**src/rtl/reg_hazard_scoreboard.sv**
```systemverilog
// Decode-stage register hazard scoreboard with per-register writeback
// countdowns and a sticky check of the actual writeback stream.
module reg_hazard_scoreboard #(
  parameter int NREG = 8,
  parameter int LATW = 3
) (
  input  logic            clk,
  input  logic            rst,
  input  logic            issue_valid,
  input  logic            issue_wr,
  input  logic [2:0]      issue_dst,
  input  logic [LATW-1:0] issue_lat,
  input  logic            src1_used,
  input  logic [2:0]      src1_sel,
  input  logic            src2_used,
  input  logic [2:0]      src2_sel,
  input  logic            flush,
  input  logic            wb_en,
  input  logic [2:0]      wb_sel,
  output logic            stall,
  output logic [NREG-1:0] busy,
  output logic            err
);

  logic [LATW-1:0] cnt_q [NREG];
  logic [LATW-1:0] cnt_d [NREG];
  logic            err_q;
  logic            err_d;

  logic            hz1;
  logic            hz2;
  logic            acc;
  logic            wr_acc;
  logic            lat0;
  logic [LATW-1:0] lat_eff;
  logic [NREG-1:0] exp_wb;
  logic            mism;
  logic            multi;

  // A count of 1 is the writeback cycle itself, which the regfile bypass covers.
  always_comb begin
    hz1   = src1_used & (cnt_q[src1_sel] >= LATW'(2));
    hz2   = src2_used & (cnt_q[src2_sel] >= LATW'(2));
    stall = hz1 | hz2;
  end

  always_comb begin
    acc     = issue_valid & ~stall & ~flush;
    wr_acc  = acc & issue_wr;
    lat0    = wr_acc & (issue_lat == '0);
    lat_eff = lat0 ? LATW'(1) : issue_lat;
  end

  always_comb begin
    exp_wb = '0;
    for (int r = 0; r < NREG; r++) begin
      exp_wb[r] = (cnt_q[r] == LATW'(1));
    end
    multi = |(exp_wb & (exp_wb - NREG'(1)));
    mism  = (wb_en & ~exp_wb[wb_sel]) |
            (~wb_en & (|exp_wb));
    err_d = err_q | mism | multi | lat0;
  end

  always_comb begin
    logic [LATW-1:0] dec;
    for (int r = 0; r < NREG; r++) begin
      dec = (cnt_q[r] == '0) ? '0 : cnt_q[r] - LATW'(1);
      if (flush) begin
        cnt_d[r] = '0;
      end else if (wr_acc && (issue_dst == 3'(r))
                   && (lat_eff > dec)) begin
        // Later writer to the same register dominates.
        cnt_d[r] = lat_eff;
      end else begin
        cnt_d[r] = dec;
      end
    end
  end

  always_ff @(posedge clk or negedge rst) begin
    if (!rst) begin
      for (int r = 0; r < NREG; r++) begin
        cnt_q[r] <= '0;
      end
      err_q <= 1'b0;
    end else begin
      for (int r = 0; r < NREG; r++) begin
        cnt_q[r] <= cnt_d[r];
      end
      err_q <= err_d;
    end
  end

  always_comb begin
    busy = '0;
    for (int r = 0; r < NREG; r++) begin
      busy[r] = |cnt_q[r];
    end
  end

  assign err = err_q;

endmodule

```
**config.mk**
```make
export PLATFORM = sky130hd
export DESIGN_NAME = reg_hazard_scoreboard
export DESIGN_NICKNAME = d
export VERILOG_FILES = /design/src/rtl/reg_hazard_scoreboard.sv
export SDC_FILE = /design/constraint.sdc
export NUM_CORES = 1
export LEC_CHECK = 0
export CORE_MARGIN = 4
export CORE_UTILIZATION = 57
export DETAILED_ROUTE_END_ITERATION = 10
export PLACE_DENSITY_LB_ADDON = 0.08
export SLEW_MARGIN = 0
export SYNTH_ARGS = -nofsm -noshare
export SYNTH_HDL_FRONTEND = slang
export SYNTH_SLANG_ARGS = --single-unit
```
**constraint.sdc**
```tcl
create_clock -name clk -period 3 [get_ports clk]
set_input_delay 0.6 -clock clk [delete_from_list [all_inputs] [get_ports clk]]
set_output_delay 0.6 -clock clk [all_outputs]
set_load 0.01 [all_outputs]
```
[Yosys cells after proc, flatten, opt, wreduce, memory -nomap -nowiden]
Cells that the tools add are included.
Storage, ports and cells
  latch bits: 0
  word-level logic and storage cells: 135
  bits in registers: 25
  bits in writable memories: 0
  memories kept: 0
  memory bits (read-only): 0
  output and inout port bits: 10
Cells by class
  reduce and logical (&&, ||, !) cells: 36
  multiply operators: 0
  divide/modulo/power cells: 0
  $add $sub $neg: 9
  eq/ne operators: 15
  magnitude comparators: 13
  shifts and indexed selects: 0
  multiplexer cells: 33
  bitwise gates (word level): 20
Operators with widths (count)
  $mux 3: 29
  $logic_not 3->1: 10
  $eq 3x1->1 const B: 9
  $gt 3x3->1: 8
  $reduce_or 3->1: 8
  $sub 3x1->3 const B: 8
  $bmux 3 s3: 2
  $logic_and 1x1->1: 16
  $reduce_or 8->1: 2
  $eq 3x3->1 const B: 4
  $and 1x1->1: 8
  $and 8x8->8: 1
  $ge 4x4->1 const B: 2
  $not 3->4: 2
  $sub 8x1->8 const B: 1
  $eq 3x2->1 const B: 2
  $ge 3x2->1 const B: 2
  $or 1x1->1: 5
  $lt 3x4->1 const B: 1
  $not 1->1: 4
  $bmux 1 s3: 1
  $mux 1: 1

[Depth between registers and ports, before layout]
Gate-level depths: netlist of run 1.
  word-level depth: 17
  mapped depth: 10
  depth with buffers taken out: 10

[Worst setup path before layout of run 1]
OpenSTA, ideal clock, no wires.
  path kind: input -> register
  start: input port issue_lat[2]
  end: register cnt_q[19] (netlist bit)
  library setup time: 128 ps
  setup slack: 337 ps
  path buffers: 1
  data required time: 2872 ps
  arrival: 2535 ps
  cell stages on the path: 8
  cells stage by stage: clkbuf_1 ha_1 a21oi_1 or4_1 a31o_1 a31o_1 a21oi_2 mux2_1
RTL lines
  from (decl): RTL line 12  | input logic [LATW-1:0] issue_lat,
  to (signal, indexed assignment): RTL line 89  | cnt_q[r] <= cnt_d[r];
  to (decl): RTL line 25  | logic [LATW-1:0] cnt_q [NREG];

[Worst setup path in the final report of run 1]
  start: input port src2_sel[1]
  end: output port stall
On the way
  word-level cells in the longest chain between the ends: 7
Ends and longest elaborated chain
  from (decl): RTL line 16  | input logic [2:0] src2_sel,
  $not 3->4 (not written as such): RTL line 43  | hz2 = src2_used & (cnt_q[src2_sel] >= LATW'(2));
  $bmux 3 s3: RTL line 43
  $mux 3 (not written as such) (2 in a row): RTL line 43
  $ge 3x2->1: RTL line 43
  $and 1x1->1: RTL line 43
  $or 1x1->1: RTL line 44  | stall = hz1 | hz2;
  to (decl): RTL line 20  | output logic stall,
No other way between the ends. The select of a mux whose other input is x is not followed.

==> impl_metrics.env, run 1 <==
export IMPL_slowest_delay_ps=560
export IMPL_criticalPathCategory="in -> out"
export IMPL_clock_skew_final_ps=5.03
export IMPL_cts_root_buf="clkbuf_8"
export IMPL_path_max_fanout=5
export IMPL_max_freq_mhz=354
export IMPL_ys_seq_area_share_pct=22.7
export IMPL_peakVddDrop_mv=0.156
export IMPL_cts_path_max_buffers=2
export IMPL_diodes=0
export IMPL_ant_nets=0
export IMPL_dieArea_um2=6000
export IMPL_synthTopCellsByArea="dfrtp_1, ha_1, mux2i_1"
export IMPL_layout_cells_non_filler=434
export IMPL_dp_hpwl_um=5800
export IMPL_num_vias=2742
export IMPL_yosys_area_top_type_share_pct=22.7
export IMPL_grt_pass1_wl_um=13200
export IMPL_cp_data_arrival_time_ps=2230
export IMPL_postCtsSetupBuffers=0
export IMPL_fin_area_um2=3350
export IMPL_cts_sinks=25
export IMPL_use_met2_pct=42.5
export IMPL_status="finished, final reports clean"
export IMPL_finalCritPeriodShare_pct=94.2
export IMPL_finalHoldViolations=0
export IMPL_routed_wl_um=7780
export IMPL_power_density_nw_per_um2=228
export IMPL_synth_most_common_cell="inv_1"
export IMPL_slowest_stage="clkdlybuf4s50_1"
export IMPL_dp_cells=430
export IMPL_critPathTopFamily="buffers and inverters"
export IMPL_max_slew_worst_pin_slew_ps=516
export IMPL_cellLeakagePower_nw=1.47
export IMPL_cts_tree="yes"
export IMPL_drive_above_1_share_pct=13.2
export IMPL_first_pass_iters=5
export IMPL_start_util_pct=58.6
export IMPL_path_clk_slew_ps=100
export IMPL_cts_buffers_inserted=3
export IMPL_use_met1_pct=38.4
export IMPL_synth_area_um2=2750
export IMPL_worst_ep_required_time_ps=2400
export IMPL_ys_flop_type="dfrtp_1"
export IMPL_cts_htree_levels=1
export IMPL_synthCells=333
export IMPL_fin_nets=428
export IMPL_slew_headroom_pct=65.6
export IMPL_syn_nets=380
export IMPL_portBuffers=32
export IMPL_min_path_type="reg -> reg"
export IMPL_grt_overflow_total=0
export IMPL_synth_avg_cell_area_um2=8.26
export IMPL_grt_max_degree=30
export IMPL_track_usage_pct=27.0
export IMPL_core_um2=4690
export IMPL_busiest_layer="met2"
export IMPL_synthArstFlopShare_pct=100
export IMPL_nFillCells=375
export IMPL_hold_slack_ps=536
export IMPL_synth_cell_type_count=59
export IMPL_drt_iter0_markers=297
export IMPL_hold_buffers=0
export IMPL_drc_errors=0
export IMPL_dieHeight_um=77.5
export IMPL_grt_pass1_vias=2714
export IMPL_drv_cap=0
export IMPL_ys_ff_latch=25
export IMPL_clkLatencyLatePin_ps=280
export IMPL_placed_area_um2=3280
export IMPL_die_w_um=77.5
export IMPL_critPathCaptureType="primary output"
export IMPL_globalplace_congestion=0.887
export IMPL_power_w=0.000764
export IMPL_min_period_ps=2830
export IMPL_io_pins=33
export IMPL_wl_per_cell_um=17.9
export IMPL_area_delta_synth_final_pct=21.6
export IMPL_vias_per_cell=6.32
export IMPL_antenna_found_initial=0
export IMPL_cp_cell_sequence="clkdlybuf4s50_1 -> nor4bb_1 -> nor4b_1 -> a22oi_1 -> nand3_1 -> dlygate4sd2_1"
export IMPL_startpoint_type="primary input"
export IMPL_yosysTopAreaCell="dfrtp_1"
export IMPL_synth_edf_count=0
export IMPL_final_core_util_pct=71.3
export IMPL_setup_viol=0
export IMPL_path_buf_inv=2
export IMPL_rows=25
export IMPL_synthTopCellsByCount="inv_1, dfrtp_1, ha_1"
export IMPL_grt_setup_unrepaired="false"
export IMPL_yosysWarnings=0
export IMPL_use_met3_pct=4.06
export IMPL_report_final_slew_viol_count=0
-- kinds of logic after synthesis --
logic type / after synthesis / synth area share, %
muxes: 25 / 10.2
and+or+nand+nor: 128 / 27.5
DFF: 25 / 22.7
AOI/OAI and AO/OA: 75 / 19.2
xor gates and xnor gates: 4 / 1.27
adders and majority gates: 28 / 12.4
buffers and inverters: 48 / 6.73
-- metal layers --
metal | vias to the layer above | share of wire [%]
met2 | 126 | 46
met4 | 0 | 1.4
met1 | 1290 | 46
met5 | - | 0
met3 | 15 | 7.2
li1 | 1311 | -
-- final timing paths --
path | startpoint | endpoint | slack (ps) | depth (start not counted)
max reg2reg | cnt_q[18] | cnt_q[19] | 250 | 10
min reg2reg | err | err | 540 | 2
min | err | err | 540 | 2
max in group asynchronous | rst | cnt_q[6] | 2050 | 2
max | src2_sel[1] | stall | 170 | 6
min in group asynchronous | rst | cnt_q[19] | 680 | 2
-- repair_timing --
item / 4_1_cts / 5_1_grt
gates resized for setup: 1 / 4
setup endpoints to repair: 1 / 1
pin swaps: 1 / 1
-- registers in the layout, summed over array words and instances (netlist names) --
register  flops
cnt_q        24
err           1
-- tightest hold or removal path, stage by stage (launching register included) --
cell and delay [ps]:
dfrtp_1 360, a2111oi_0 70, nand3_1 80
-- area by class of cell --
| cell class | count | area, um^2 | share of cell area, % |
|---|---|---|---|
| clock buffers | 4 | 45.0 | 1.35 |
| inverters | 34 | 128 | 3.81 |
| multi-input cells | 260 | 1960 | 58.5 |
| flip-flops and latches | 25 | 626 | 18.7 |
| well taps | 54 | 67.6 | 2.02 |
| repair buffers | 57 | 522 | 15.6 |
-- through the flow --
stage               worst slack (ps)  setup TNS [ps]
finish                           175               0
detailed placement              -132            -146
floorplan                        337               0
global route                    69.3               0
global placement                -109            -109
CTS                             68.0               0
-- placed cells by master, fill, tap and decap left out, types with 3 or more instances in the layout --
master / synthesis / final
inv_1: 31 / 31
clkdlybuf4s50_1: 0 / 30
dfrtp_1: 25 / 25
ha_1: 24 / 24
buf_4: 0 / 24
nor2_1: 23 / 23
mux2i_1: 18 / 18
a21oi_1: 16 / 16
nand2b_1: 12 / 12
o21ai_0: 11 / 11
and2_1: 11 / 11
nor3_1: 10 / 10
or3_1: 9 / 9
nand2_1: 9 / 9
or2_2: 8 / 8
nand4_1: 7 / 7
o311ai_0: 7 / 7
nor3b_1: 6 / 6
nor4b_1: 7 / 5
or3b_1: 5 / 5
a21o_1: 5 / 5
nand3_1: 4 / 4
xnor2_1: 4 / 4
o211ai_1: 4 / 4
a211oi_1: 4 / 4
maj3_1: 4 / 4
mux2_2: 4 / 4
o21a_1: 3 / 3
nor2b_1: 3 / 3
and3_1: 3 / 3
a31oi_1: 3 / 3
clkbuf_8: 0 / 3
-- where the power goes --
| part | internal (W) | leakage (nW) | switching, W |
|---|---|---|---|
| logic | 0.0000976 | 1.10 | 0.000108 |
| clock network | 0.0000956 | 0.0228 | 0.000121 |
| registers | 0.000339 | 0.344 | 0.00000311 |
Note: power is estimated with default switching activity, not from simulation.
==> run 2, diff against run 1 <==
clock period = 3.15 ns   (was 3 ns; I/O delays follow)
==> impl_metrics.env, run 2 (synthesis gave the netlist of run 1 again) <==
export IMPL_hold_buffers=0
export IMPL_switching_share_pct=29.4
export IMPL_hold_slack_ps=548
export IMPL_grt_pass1_vias=2487
export IMPL_clkPwrFrac_pct=27.7
export IMPL_report_final_slew_viol_count=0
export IMPL_peakVddDrop_mv=0.187
export IMPL_antenna_found_initial=0
export IMPL_core_um2=4690
export IMPL_drv_cap=0
export IMPL_dieHeight_um=77.5
export IMPL_diodes=0
export IMPL_clkLatencyLatePin_ps=270
export IMPL_min_path_type="reg -> reg"
export IMPL_cellLeakagePower_nw=1.42
export IMPL_slowest_delay_ps=550
export IMPL_cts_htree_levels=1
export IMPL_pwr_share_seq_pct=46.1
export IMPL_dieArea_um2=6000
export IMPL_portBuffers=32
export IMPL_largest_register_ffs=24
export IMPL_path_max_fanout=4
export IMPL_criticalPathCategory="in -> out"
export IMPL_switching_power_w=0.000208
export IMPL_vias_per_cell=6.32
export IMPL_grt_setup_unrepaired="false"
export IMPL_status="finished, final reports clean"
export IMPL_power_w=0.000708
export IMPL_routed_wl_um=7550
export IMPL_slowest_stage="clkdlybuf4s50_1"
export IMPL_nFillCells=430
export IMPL_dp_hpwl_um=5650
export IMPL_io_pins=33
export IMPL_slew_headroom_pct=65.6
export IMPL_start_util_pct=58.6
export IMPL_critPathCaptureType="primary output"
export IMPL_first_pass_iters=4
export IMPL_cts_root_buf="clkbuf_8"
export IMPL_pwr_share_comb_pct=26.2
export IMPL_cts_tree="yes"
export IMPL_rows=25
export IMPL_max_freq_mhz=339
export IMPL_path_clk_slew_ps=90
export IMPL_top_register="cnt_q"
export IMPL_max_slew_worst_pin_slew_ps=516
export IMPL_ant_nets=0
export IMPL_grt_overflow_total=0
export IMPL_drc_errors=0
export IMPL_layout_common_cells="inv_1, clkdlybuf4s50_1, dfrtp_1"
export IMPL_track_usage_pct=25.4
export IMPL_num_vias=2692
export IMPL_min_period_ps=2950
export IMPL_cts_path_max_buffers=2
export IMPL_power_density_nw_per_um2=217
export IMPL_worst_ep_required_time_ps=2520
export IMPL_final_core_util_pct=69.6
export IMPL_power_internal_w=0.000500
export IMPL_drive_above_1_share_pct=10.5
export IMPL_wl_per_cell_um=17.7
export IMPL_globalplace_congestion=0.899
export IMPL_cp_cell_sequence="clkdlybuf4s50_1 -> buf_4 -> nor3b_1 -> o21ai_0 -> a22oi_1 -> nand3_1 -> dlygate4sd2_1"
export IMPL_setup_viol=0
export IMPL_cts_buffers_inserted=3
export IMPL_cts_sinks=25
export IMPL_drt_iter0_markers=192
export IMPL_area_delta_synth_final_pct=18.7
export IMPL_die_w_um=77.5
export IMPL_clock_skew_final_ps=4.31
export IMPL_grt_max_degree=28
export IMPL_grt_pass1_wl_um=12300
export IMPL_cp_data_arrival_time_ps=2320
export IMPL_startpoint_type="primary input"
export IMPL_finalCritPeriodShare_pct=93.7
export IMPL_finalHoldViolations=0
export IMPL_fin_nets=420
## run 2: through the flow
step | setup slack [ps] | std cells | TNS, ps | area, um^2
after global routing | 37.7 | 426 | 0 | 3270
after global placement | -34.4 | 422 | -34.4 | 3220
after floorplan | 457 | 333 | 0 | 2750
after detailed placement | -31.6 | 422 | -31.6 | 3220
final | 198 | 426 | 0 | 3270
after CTS | 193 | 426 | 0 | 3270
## run 2: worst paths after layout
| path | startpoint | end | slack [ps] | cells past startpoint |
|---|---|---|---|---|
| max in group asynchronous | rst | cnt_q[6] | 2170 | 2 |
| worst max-delay path | src1_sel[0] | stall | 200 | 7 |
| worst min register to register | err | err | 550 | 2 |
| worst min-delay path | err | err | 550 | 2 |
| worst max register to register | cnt_q[18] | cnt_q[19] | 340 | 10 |
| min in group asynchronous | rst | cnt_q[18] | 720 | 2 |
## run 2: routing by layer
layer / vias to the layer above / wire length [um] / global-route usage (%)
li1: 1292 / - / -
met4: 0 / 63 / 6.94
met2: 112 / 3310 / 38.2
met1: 1284 / 3600 / 37.3
met5: - / 0 / 0
met3: 4 / 583 / 4.41
## run 2: what timing repair did
| item | in CTS | in global routing |
|---|---|---|
| buffers inserted | 0 | 0 |
| gates resized for setup | 1 | 0 |
| setup endpoints to repair | 1 | 0 |
## run 2: final cells by class
class	count	area, um^2	area share, %
clock buffers	4	45.0	1.38
repair buffers	49	459	14.1
well taps	54	67.6	2.07
flip-flops and latches	25	626	19.2
multi-input cells	260	1940	59.4
inverters	34	128	3.91
## run 2: worst max-delay path: cells and delay by family
family	cells	cell delay, ps
buffers and inverters	3	1010
AO/OA/AOI/OAI	2	400
AND/OR/NAND/NOR	2	280
## run 2: power by group through the flow
| stage | clock (W) | sequential, W | combinational, W |
|---|---|---|---|
| final | 0.000196 | 0.000326 | 0.000185 |
| after global routing | 0.000216 | 0.000327 | 0.000201 |
| after CTS | 0.000203 | 0.000326 | 0.000183 |
| after detailed placement | 0 | 0.000332 | 0.000183 |
| after global placement | 0 | 0.000332 | 0.000181 |
| after floorplan | 0 | 0.000331 | 0.0000998 |
==> run 3, diff against run 2 <==
CORE_UTILIZATION = 35   (was 57)
SKIP_LAST_GASP = 1   (was unset)
==> impl_metrics.env, run 3 (synthesis gave the netlist of run 1 again) <==
export IMPL_cp_data_arrival_time_ps=2320
export IMPL_layout_common_cells="inv_1, clkdlybuf4s50_1, dfrtp_1"
export IMPL_power_density_nw_per_um2=218
export IMPL_slowest_stage="clkdlybuf4s50_1"
export IMPL_slew_headroom_pct=66.0
export IMPL_finalCritPeriodShare_pct=93.7
export IMPL_layout_cells_non_filler=479
export IMPL_placed_area_um2=3310
export IMPL_timing_rr_end="cnt_q[19]"
export IMPL_vias_per_cell=5.42
export IMPL_cts_path_max_buffers=2
export IMPL_clkPwrFrac_pct=29.4
export IMPL_pwr_share_comb_pct=26.1
export IMPL_reg2reg_slack_ps=340
export IMPL_max_freq_mhz=339
export IMPL_min_path_type="reg -> reg"
export IMPL_startpoint_type="primary input"
export IMPL_r2r_start="cnt_q[19]"
export IMPL_cts_buffers_inserted=3
export IMPL_track_usage_pct=18.2
export IMPL_place_ws_ps=-48.5
export IMPL_status="finished, final reports clean"
export IMPL_crit_path_end="stall"
export IMPL_cts_htree_levels=1
export IMPL_dp_hpwl_um=6310
export IMPL_top_register="cnt_q"
export IMPL_dieHeight_um=96.7
export IMPL_antenna_found_initial=0
export IMPL_min_period_ps=2950
export IMPL_wl_per_cell_um=17.2
export IMPL_grt_overflow_total=0
export IMPL_fin_area_um2=3360
export IMPL_globalplace_congestion=0.841
export IMPL_fin_nets=425
export IMPL_num_vias=2595
export IMPL_grt_pass1_wl_um=13900
export IMPL_path_clk_slew_ps=100
export IMPL_grt_pass1_vias=2579
export IMPL_critPathTopFamily="buffers and inverters"
export IMPL_finalHoldViolations=0
export IMPL_start_util_pct=35.8
export IMPL_grt_max_degree=28
export IMPL_clock_skew_final_ps=5.65
export IMPL_grt_setup_unrepaired="false"
export IMPL_portBuffers=32
export IMPL_clkLatencyLatePin_ps=290
export IMPL_reg2regPathDepth=10
export IMPL_worst_slack_ps=197
export IMPL_criticalPathCategory="in -> out"
export IMPL_io_pins=33
export IMPL_diodes=0
export IMPL_drive_above_1_share_pct=11.7
export IMPL_die_w_um=96.7
export IMPL_rows=32
export IMPL_pwr_share_seq_pct=44.5
export IMPL_peakVddDrop_mv=0.148
export IMPL_drc_errors=0
export IMPL_cts_sinks=25
export IMPL_max_slew_worst_pin_slew_ps=509
export IMPL_path_buf_inv=3
export IMPL_path_max_fanout=3
export IMPL_hold_slack_ps=543
export IMPL_setup_viol=0
export IMPL_cellLeakagePower_nw=1.44
export IMPL_switching_power_w=0.000228
export IMPL_dieArea_um2=9340
export IMPL_report_final_slew_viol_count=0
export IMPL_cp_cell_sequence="clkdlybuf4s50_1 -> buf_4 -> nor4_1 -> nor4b_1 -> a22oi_1 -> nand3_1 -> dlygate4sd2_1"
export IMPL_slowest_delay_ps=470
export IMPL_worst_ep_required_time_ps=2520
export IMPL_switching_share_pct=31.1
export IMPL_first_pass_iters=4
export IMPL_drv_cap=0
export IMPL_largest_register_ffs=24
export IMPL_dp_cells=474
export IMPL_cts_root_buf="clkbuf_8"
export IMPL_routed_wl_um=8250
export IMPL_path_depth=7
export IMPL_power_internal_w=0.000505
export IMPL_drt_iter0_markers=151
export IMPL_area_delta_synth_final_pct=22.2
export IMPL_core_um2=7690
export IMPL_startpoint="src1_sel[0]"
export IMPL_hold_buffers=0
export IMPL_cts_tree="yes"
export IMPL_ant_nets=0
export IMPL_critPathCaptureType="primary output"
-- run 3: cell types whose count changed in the layout (fill, tap and decap cells not counted) --
cell and change:
buf_4 +5
-- run 3: per-stage QoR --
step / TNS (ps) / power [W] / util (%)
2_1_floorplan: 0 / 0.000431 / -
3_3_place_gp: -30.9 / 0.000524 / 43.1
3_5_place_dp: -48.5 / 0.000523 / 43.1
4_1_cts: 0 / 0.000739 / 43.8
5_1_grt: 0 / 0.000776 / 43.8
6_report: 0 / 0.000733 / 43.8
-- run 3: worst min-delay path by stage --
stage | slack, ps | end | start | cells after the start
global placement | 510 | err | err | 2
detailed placement | 520 | err | err | 2
global route | 640 | err | err | 2
floorplan | 330 | cnt_q[0] | rst | 0
CTS | 540 | err | err | 2
finish | 540 | err | err | 2
-- run 3: final cells by class --
cell class,count,area (um^2)
repair buffers,54,497
flip-flops and latches,25,626
multi-input cells,260,1940
well taps,102,128
inverters,34,128
fillers,814,4320
clock buffers,4,45.0
-- run 3: routing by layer --
layer | routed length [um] | track usage [%]
met1 | 4120 | 26.6
met2 | 3680 | 27.7
met3 | 363 | 2.81
met4 | 89 | 4.97
met5 | 0 | 0
-- run 3: worst min-delay path: cells and delay by family (launching register included) --
| family | cells | cell delay (ps) |
|---|---|---|
| and+or+nand+nor | 1 | 90 |
| AOI/OAI and AO/OA | 1 | 60 |
| DFF | 1 | 370 |
-- run 3: power by group through the flow --
| stage | logic, W | registers [W] | clock network [W] |
|---|---|---|---|
| 2_1_floorplan | 0.0000998 | 0.000331 | 0 |
| 3_3_place_gp | 0.000191 | 0.000333 | 0 |
| 3_5_place_dp | 0.000191 | 0.000333 | 0 |
| 4_1_cts | 0.000192 | 0.000326 | 0.000221 |
| 5_1_grt | 0.000210 | 0.000327 | 0.000239 |
| 6_report | 0.000192 | 0.000326 | 0.000215 |
-- run 3: repair_timing --
item | 4_1_cts | 5_1_grt
setup endpoints to repair | 1 | 0
setup buffers | 1 | 0
hold endpoints to repair | 0 | 0
resized for setup | 1 | 0
==> RTL change: new RTL, flow settings as in run 2 <==
Change the parameter `NREG` from 8 to 16.
--- a/src/rtl/reg_hazard_scoreboard.sv
+++ b/src/rtl/reg_hazard_scoreboard.sv
@@ -1,7 +1,7 @@
 // Decode-stage register hazard scoreboard with per-register writeback
 // countdowns and a sticky check of the actual writeback stream.
 module reg_hazard_scoreboard #(
-  parameter int NREG = 8,
+  parameter int NREG = 16,
   parameter int LATW = 3
 ) (
   input  logic            clk,
Interface: changed (resized busy); port bits go from 33 to 41. No check against the original RTL was run, so the function may have changed too.
==> RTL change against run 2 <==
Register-to-register slack lost 0.02 ns. Final area grew 89%. Via count grew 85%. Clock skew grew 0.0085 ns. Power grew 91%. Count of clock-buffer cells in the layout grew 2. Area after synthesis grew 85%. Routed wire length grew 96%. Sequential cell count grew 24. Worst setup slack lost 0.066 ns. Largest power group unchanged.
==> RTL change: results <==
<?xml version="1.0" encoding="UTF-8"?>
<metrics>
  <group name="yosys">
    <metric name="synth_fa_ha_area_share" unit="%">14.9</metric>
    <metric name="top_area_cells_in_the_synthesized_netlist" unit="">dfrtp_1, ha_1, inv_1</metric>
    <metric name="mappedNetlistNets" unit="">685</metric>
    <metric name="synthTopCellsByCount" unit="">inv_1, nor2_1, dfrtp_1</metric>
    <metric name="muxShareOfSynthArea" unit="%">7.33</metric>
    <metric name="unique_cell_type_count_in_the_yosys_netlist" unit="">63</metric>
    <metric name="syn_inst" unit="">614</metric>
    <metric name="synth-seq-area-share" unit="%">24.0</metric>
    <metric name="area_share_of_xor_xnor_cells_in_the_synthesized_design" unit="%">3.26</metric>
  </group>
  <group name="final_layout">
    <metric name="fillers" unit="">712</metric>
    <metric name="fin_cells" unit="">807</metric>
    <metric name="final_net_count" unit="">769</metric>
    <metric name="final_layout_size_suffix_gt1_share" unit="%">18.0</metric>
    <metric name="design_area" unit="sq mm">0.00618</metric>
  </group>
  <group name="global_route">
    <metric name="grt_util_met1" unit="%">37.2</metric>
    <metric name="use_met2" unit="%">49.0</metric>
    <metric name="grt_pass1_wl" unit="um">24000</metric>
    <metric name="grt_pass1_vias" unit="">4893</metric>
    <metric name="grt_start_max_net_pins" unit="">52</metric>
    <metric name="globalRouteMet3Util" unit="%">3.65</metric>
  </group>
  <group name="power_and_ir_drop">
    <metric name="combinational_share_of_power" unit="%">24.2</metric>
    <metric name="cellLeakagePower" unit="uW">0.00289</metric>
    <metric name="vdd_drop_max" unit="mV">0.189</metric>
    <metric name="clock_power_share" unit="%">28.4</metric>
  </group>
  <group name="critical_path">
    <metric name="timing.rr.start" unit="">cnt_q[33]$_DFF_PN0_</metric>
    <metric name="crit_path_max_incr_delay" unit="ns">0.53</metric>
    <metric name="setup.reg_to_reg.worst_slack" unit="ns">0.32</metric>
    <metric name="max_fanout_on_critical_path" unit="">5</metric>
    <metric name="endpoint_of_the_worst_slack_reg_to_reg_timing_path" unit="">err$_DFF_PN0_</metric>
  </group>
  <group name="place">
    <metric name="post_dp_cell_area" unit="sq mm">0.00602</metric>
    <metric name="dpl.hpwl" unit="um">11200</metric>
    <metric name="placement.io_buffers" unit="">40</metric>
    <metric name="place.detailed.instances" unit="">799</metric>
  </group>
  <group name="drt">
    <metric name="m1WireLength" unit="um">6120</metric>
    <metric name="detailroute.wirelength.met2" unit="um">7200</metric>
    <metric name="routed-wl-met3" unit="um">940</metric>
    <metric name="drt_iter0_drc" unit="">316</metric>
    <metric name="routed-via-count" unit="">4987</metric>
    <metric name="dr.pass1.iters" unit="">5</metric>
  </group>
  <group name="outcome">
    <metric name="status" unit="">finished, final reports clean</metric>
  </group>
  <group name="clock_tree">
    <metric name="tritoncts.num_buffers" unit="">5</metric>
    <metric name="h_tree_depth" unit="">2</metric>
  </group>
  <group name="sta">
    <metric name="normalized_max_slew_margin" unit="%">55.4</metric>
  </group>
</metrics>
[RTL change: layout make-up]
type / count / area share [%]
multi-input cells: 468 / 58.0
flip-flops and latches: 49 / 19.8
repair buffers: 99 / 14.1
inverters: 75 / 4.55
well taps: 108 / 2.19
clock buffers: 6 / 1.17
clock inverters: 2 / 0.162
[RTL change: stage by stage]
step / setup WS [ns] / TNS [ns] / power, uW
5_1_grt: -0.00390 / -0.00390 / 1410
3_5_place_dp: -0.311 / -11.01 / 969
6_report: 0.132 / 0 / 1350
4_1_cts: 0.148 / 0 / 1350
2_1_floorplan: 0.349 / 0 / 817
3_3_place_gp: -0.245 / -6.99 / 963
[RTL change: what timing repair did]
| item | CTS | global route |
|---|---|---|
| hold endpoints to repair | 0 | 0 |
| setup buffers | 0 | 0 |
| pin swaps | 2 | 0 |
| setup endpoints to repair | 2 | 4 |
| gates resized for setup | 11 | 6 |
